[src/rtl/ctrl_pkg.sv]
// Shared opcode constants, per-stage control structs and source-usage helpers
// for the pipelined control unit.
package ctrl_pkg;

    localparam logic [5:0] OP_RTYPE = 6'b000001;
    localparam logic [5:0] OP_ADDI  = 6'b101100;
    localparam logic [5:0] OP_LOAD  = 6'b100011;
    localparam logic [5:0] OP_STORE = 6'b101011;
    localparam logic [5:0] OP_BNZ   = 6'b000111;
    localparam logic [5:0] OP_NOP   = 6'b111111;

    typedef struct packed {
        logic regwr;
        logic memreg;
        logic br;
        logic memwr;
        logic memrd;
        logic aluop1;
        logic aluop2;
        logic alusrc;
        logic regdst;
    } ctrl_t;

    typedef struct packed {
        logic regwr;
        logic memreg;
        logic br;
        logic memwr;
        logic memrd;
    } mem_ctrl_t;

    typedef struct packed {
        logic regwr;
        logic memreg;
    } wb_ctrl_t;

    // NOP control pattern: only aluop2 set
    localparam ctrl_t BUBBLE = ctrl_t'(9'b000000100);

    function automatic logic rs_used(input logic [5:0] op);
        return (op == OP_RTYPE) || (op == OP_ADDI) || (op == OP_LOAD) ||
               (op == OP_STORE) || (op == OP_BNZ);
    endfunction

    function automatic logic rt_used(input logic [5:0] op);
        return (op == OP_RTYPE) || (op == OP_STORE);
    endfunction

endpackage

[src/rtl/ctrl_dec.sv]
// Combinational opcode decoder: opcode -> nine control bits, plus a flag for
// opcodes outside the defined set (which decode as NOP).
module ctrl_dec
    import ctrl_pkg::*;
(
    input  logic [5:0] op_i,
    output ctrl_t      ctrl_o,
    output logic       illegal_o
);

    always_comb begin
        ctrl_o    = BUBBLE;
        illegal_o = 1'b0;
        case (op_i)
            OP_RTYPE: ctrl_o = ctrl_t'(9'b100000101);
            OP_ADDI:  ctrl_o = ctrl_t'(9'b100001110);
            OP_LOAD:  ctrl_o = ctrl_t'(9'b110010010);
            OP_STORE: ctrl_o = ctrl_t'(9'b000100010);
            OP_BNZ:   ctrl_o = ctrl_t'(9'b001001000);
            OP_NOP:   ctrl_o = BUBBLE;
            default:  illegal_o = 1'b1;
        endcase
    end

endmodule

[src/rtl/ctrl_pipe.sv]
// Pipelined control unit: decodes ID, carries controls through ID/EX, EX/MEM,
// MEM/WB, stalls on load-use and flushes on taken branch. Optional ILLEGAL_CNT_EN.
module ctrl_pipe
    import ctrl_pkg::*;
#(
    parameter int RAW        = 5,
    parameter int BR_RESOLVE = 2
) (
    input  logic           clk,
    input  logic           rst,
    input  logic           id_valid,
    input  logic [5:0]     id_op,
    input  logic [RAW-1:0] id_rs,
    input  logic [RAW-1:0] id_rt,
    input  logic [RAW-1:0] ex_wreg,
    input  logic           br_taken,
    output logic           stall_o,
    output logic           ex_valid,
    output logic           ex_aluop1,
    output logic           ex_aluop2,
    output logic           ex_alusrc,
    output logic           ex_regdst,
    output logic           mem_valid,
    output logic           mem_br,
    output logic           mem_memwr,
    output logic           mem_memrd,
    output logic           wb_valid,
    output logic           wb_regwr,
`ifdef ILLEGAL_CNT_EN
    output logic           wb_memreg,
    output logic [15:0]    illegal_cnt
`else
    output logic           wb_memreg
`endif
);

    ctrl_t     dec_ctrl;
    logic      dec_illegal;
    logic      hz;

    ctrl_t     ex_ctrl_q,  ex_ctrl_d;
    logic      ex_vld_q,   ex_vld_d;
    mem_ctrl_t mem_ctrl_q, mem_ctrl_d;
    logic      mem_vld_q,  mem_vld_d;
    wb_ctrl_t  wb_ctrl_q,  wb_ctrl_d;
    logic      wb_vld_q,   wb_vld_d;

    ctrl_dec u_dec (
        .op_i      (id_op),
        .ctrl_o    (dec_ctrl),
        .illegal_o (dec_illegal)
    );

    // Undecoded opcodes read no sources, so they never trigger a load-use stall
    always_comb begin
        hz = ex_vld_q & ex_ctrl_q.memrd & (ex_wreg != '0) & id_valid & ~dec_illegal &
             ((rs_used(id_op) & (id_rs == ex_wreg)) |
              (rt_used(id_op) & (id_rt == ex_wreg)));
        stall_o = hz & ~br_taken;
    end

    always_comb begin
        // ID -> EX
        ex_ctrl_d = dec_ctrl;
        ex_vld_d  = 1'b1;
        if (br_taken || stall_o || !id_valid) begin
            ex_ctrl_d = BUBBLE;
            ex_vld_d  = 1'b0;
        end
        // EX -> MEM
        mem_ctrl_d = '{regwr: ex_ctrl_q.regwr, memreg: ex_ctrl_q.memreg, br: ex_ctrl_q.br,
                       memwr: ex_ctrl_q.memwr, memrd: ex_ctrl_q.memrd};
        mem_vld_d  = ex_vld_q;
        if (BR_RESOLVE == 2 && br_taken) begin
            mem_ctrl_d = '0;
            mem_vld_d  = 1'b0;
        end
        // MEM -> WB always advances
        wb_ctrl_d = '{regwr: mem_ctrl_q.regwr, memreg: mem_ctrl_q.memreg};
        wb_vld_d  = mem_vld_q;
    end

    always_ff @(posedge clk) begin
        if (rst) begin
            ex_ctrl_q  <= BUBBLE;
            ex_vld_q   <= 1'b0;
            mem_ctrl_q <= '0;
            mem_vld_q  <= 1'b0;
            wb_ctrl_q  <= '0;
            wb_vld_q   <= 1'b0;
        end else begin
            ex_ctrl_q  <= ex_ctrl_d;
            ex_vld_q   <= ex_vld_d;
            mem_ctrl_q <= mem_ctrl_d;
            mem_vld_q  <= mem_vld_d;
            wb_ctrl_q  <= wb_ctrl_d;
            wb_vld_q   <= wb_vld_d;
        end
    end

`ifdef ILLEGAL_CNT_EN
    logic [15:0] cnt_q, cnt_d;

    always_comb begin
        cnt_d = cnt_q;
        if (id_valid && !stall_o && !br_taken && dec_illegal && cnt_q != 16'hFFFF)
            cnt_d = cnt_q + 16'd1;
    end

    always_ff @(posedge clk) begin
        if (rst) cnt_q <= '0;
        else     cnt_q <= cnt_d;
    end

    assign illegal_cnt = cnt_q;
`endif

    assign ex_valid  = ex_vld_q;
    assign ex_aluop1 = ex_ctrl_q.aluop1;
    assign ex_aluop2 = ex_ctrl_q.aluop2;
    assign ex_alusrc = ex_ctrl_q.alusrc;
    assign ex_regdst = ex_ctrl_q.regdst;
    assign mem_valid = mem_vld_q;
    assign mem_br    = mem_ctrl_q.br;
    assign mem_memwr = mem_ctrl_q.memwr;
    assign mem_memrd = mem_ctrl_q.memrd;
    assign wb_valid  = wb_vld_q;
    assign wb_regwr  = wb_ctrl_q.regwr;
    assign wb_memreg = wb_ctrl_q.memreg;

endmodule

[config.mk]
export PLATFORM = sky130hd
export DESIGN_NAME = ctrl_pipe
export DESIGN_NICKNAME = d
export VERILOG_FILES = /design/src/rtl/ctrl_pkg.sv /design/src/rtl/ctrl_dec.sv /design/src/rtl/ctrl_pipe.sv
export SDC_FILE = /design/constraint.sdc
export NUM_CORES = 1
export LEC_CHECK = 0
export BUFFER_PORTS_ARGS = -buffer_cell sky130_fd_sc_hd__buf_2
export CORE_MARGIN = 3
export CORE_UTILIZATION = 43
export DETAILED_ROUTE_END_ITERATION = 10
export PLACE_DENSITY = 0.85
export SLEW_MARGIN = 5
export SYNTH_ARGS = -nofsm -noshare
export SYNTH_HDL_FRONTEND = slang
export SYNTH_SLANG_ARGS = --single-unit
[constraint.sdc]
create_clock -name clk -period 1.8 [get_ports clk]
set_input_delay 0.09 -clock clk [delete_from_list [all_inputs] [get_ports clk]]
set_output_delay 0.09 -clock clk [all_outputs]
set_load 0.03 [all_outputs]
==> results.toml <==
[power_and_ir_drop]
irDropWorstVdd_v = 0.000448
pwr-share-clk_pct = 28.7
switching_share_pct = 23.9
p_sw_mw = 0.159
power_mw = 0.665
comb_power_share_pct = 14.3
p_per_area_nw_per_um2 = 663
seqPwrFrac_pct = 57.0
leakage_nw = 0.458
p_int_mw = 0.506

[global_routing]
antenna_found_initial = 0
grt_usage_pct = 15.4
grt_max_degree = 11
grt_pass1_wl_um = 2480
grt_pass1_vias = 610
grt_overflow_total = 0

[timing]
hold_viol_final = 0
fin_crit_ns = 1.68
tns_ns = 0
max-slew-margin-rel_pct = 76.2
worst_pin_slew_ns = 0.357
clock.fmax_mhz = 595
finalSetupViolations = 0
rsz0062_at_grt = "false"
skew_ns = 0.00127
slew_viol_final = 0
fin_crit_sh_pct = 93.3

[drt]
routedWlPerCell_um = 12.0
wirelength_um = 1640
drc = 0
first_iter_violations = 12
routed-via-count = 714
via_per_inst = 5.25
ant_nets = 0
dr.pass1.iters = 4

[clock_tree]
clk_pin_slew_worst_paths_ns = 0.09
numCtsBuffers = 3
clock_latency_ns = 0.28
clock-sinks = 17
cts_resized = 0
cts_buffer_depth = 2
htree_levels = 1
cts_tree = "built"
clockRootBuffer = "clkbuf_4"

[placement]
dp_hpwl_um = 1380
port_buffers = 37
placed_area_um2 = 965
gp_congestion = 0.845

[finish]
fin_area_um2 = 1000
drive_gt1_share_pct = 38.3
area_growth_pct = 32.2
nets = 146
diodes = 0

[run_status]
outcome = "completed"

[critical_path]
ff2ff_path_depth = 4
path_max_fanout = 5
crit_slowest_cell = "a221oi_2"
worstPathArrival_ns = 1.59
startpoint_type = "input port"
worstSetupPathType = "input port to output pin"
crit_path_cell_trace = "buf_2 > xor2_1 > nor4_1 > o211ai_1 > a221oi_2 > nor2b_1 > buf_2"
r2r-start = "ex_valid$_SDFF_PP0_"
crit_required_ns = 1.71
crit_family = "compound AO/OA/AOI/OAI gates"
critPathCaptureType = "output pin"
path_buf_inv = 2
crit_path_max_incr_delay_ns = 0.42
timing.rr.end = "ex_aluop1$_SDFF_PP0_"
cpMostUsedCell = "buf_2"
ff2ff_setup_slack_ns = 0.60

[logic_synthesis]
synth_edf_count = 0
yosys.area.top_type = "dfxtp_1"
synth_most_common_cell = "dfxtp_1"
synth_commonest_cells = "17 x dfxtp_1, 8 x xor2_1, 6 x nor3_1"
ys_types = 26
synthArstFlopShare_pct = 0
ys_seq_area_share_pct = 44.9
synth_ff_type = "dfxtp_1"
synth_cells = 79
netlist_top_cells_area = "dfxtp_1 45%, xor2_1 9.2%, nor4b_1 4.6%"
syn_area_um2 = 758
yosys.area.top_type_share_pct = 44.9
syn-mean-instance-area_um2 = 9.60
postSynthNetCount = 104
ys_seq_elements = 17
yosysWarningCount = 0

[die]
initial_core_util_pct = 48.1
die_width_um = 48.0
die_area_um2 = 2300
rows = 14
core_area_um2 = 1580
pin_count = 38
die_h_um = 48.0

[hold_path]
hold_depth = 3
hold_start = "id_valid"
hp-class = "input port to flop"
hold_path_end = "ex_valid$_SDFF_PP0_"

[job]
cap_violations = 0
==> registers in the layout, summed over array words and instances (netlist names) <==
name and count:
ex_valid 1, wb_memreg 1, wb_valid 1, ex_aluop1 1
mem_br 1, ex_ctrl_q 4, mem_valid 1, wb_regwr 1
ex_alusrc 1, ex_aluop2 1, mem_ctrl_q 2, ex_regdst 1
mem_memwr 1
==> worst max path at each step <==
stage | end | startpoint | cells after the start | slack, ns
final | stall_o | ex_wreg[3] | 7 | 0.12
after detailed placement | ex_aluop2$_SDFF_PP1_ | ex_wreg[1] | 5 | 0.04
after floorplan | stall_o | id_op[2] | 5 | 0.03
after global placement | ex_aluop2$_SDFF_PP1_ | ex_wreg[1] | 5 | 0.06
after CTS | stall_o | ex_wreg[3] | 7 | 0.10
after global routing | stall_o | ex_wreg[3] | 7 | 0.02
==> layer usage <==
metal / track usage [%] / vias up / routed length [um]
met2: 27.7 / 26 / 892
met3: 5.64 / 0 / 103
met1: 17.3 / 324 / 640
met4: 3.23 / 0 / 0
met5: 0 / - / 0
li1: - / 364 / -
==> cell usage in the layout (no fill, tap or decap), types with 4 or more instances in the layout <==
cell type,Yosys,routed
xor2_1,8,8
dfxtp_1,17,17
nand2_1,4,4
buf_2,2,37
nor2b_1,5,5
and2_1,5,5
nor4b_1,4,4
nor3_1,6,6
nor2_1,5,5
==> final cells by class <==
cell class	count	area [um^2]
Multi-Input combinational cell	58	400
Clock inverter	1	5.00
Clock buffer	3	22.5
Timing Repair Buffer	40	210
Sequential cell	17	340
Inverter	1	3.75
Tap cell	16	20.0
Fill cell	132	574
==> power by group through the flow <==
stage | Combinational, mW | Clock (mW) | Sequential (mW)
3_3_place_gp | 0.0899 | 0 | 0.388
5_1_grt | 0.106 | 0.216 | 0.379
3_5_place_dp | 0.0932 | 0 | 0.388
6_report | 0.0953 | 0.191 | 0.379
4_1_cts | 0.0938 | 0.200 | 0.379
2_1_floorplan | 0.0452 | 0 | 0.391
==> tightest hold or removal path, cell delays in order <==
cell	delay (ns)
buf_2	0.10
nand2_1	0.05
nor2_1	0.03
==> what timing repair did <==
item                                    4_1_cts  5_1_grt
endpoints found under the hold margin         0        2
endpoints found under the setup margin        0        0
hold buffers                                  0        1
setup buffers                                 0        0
==> logic make-up (layout without fill, tap and decap cells) <==
group           count (synthesis)  in the layout  share of synthesized area, %
buf+inv                         4             45                          2.31
mux                             1              1                          1.32
xor+xnor                       11             11                          12.7
simple gates                   39             39                          31.2
flops                          17             17                          44.9
compound gates                  7              7                          7.59
==> metrics by stage <==
step                      hold WS, ns  util, %  setup WS, ns  instances
after floorplan                 0.162        -        0.0314         79
after global placement          0.300     61.2        0.0552        131
after detailed placement        0.313     61.2        0.0409        131
after CTS                     0.00260     62.9         0.103        135
after global routing           0.0311     63.6        0.0188        136
final                          0.0255     63.6         0.120        136
No activity file was read; power rests on OpenSTA's default activity.
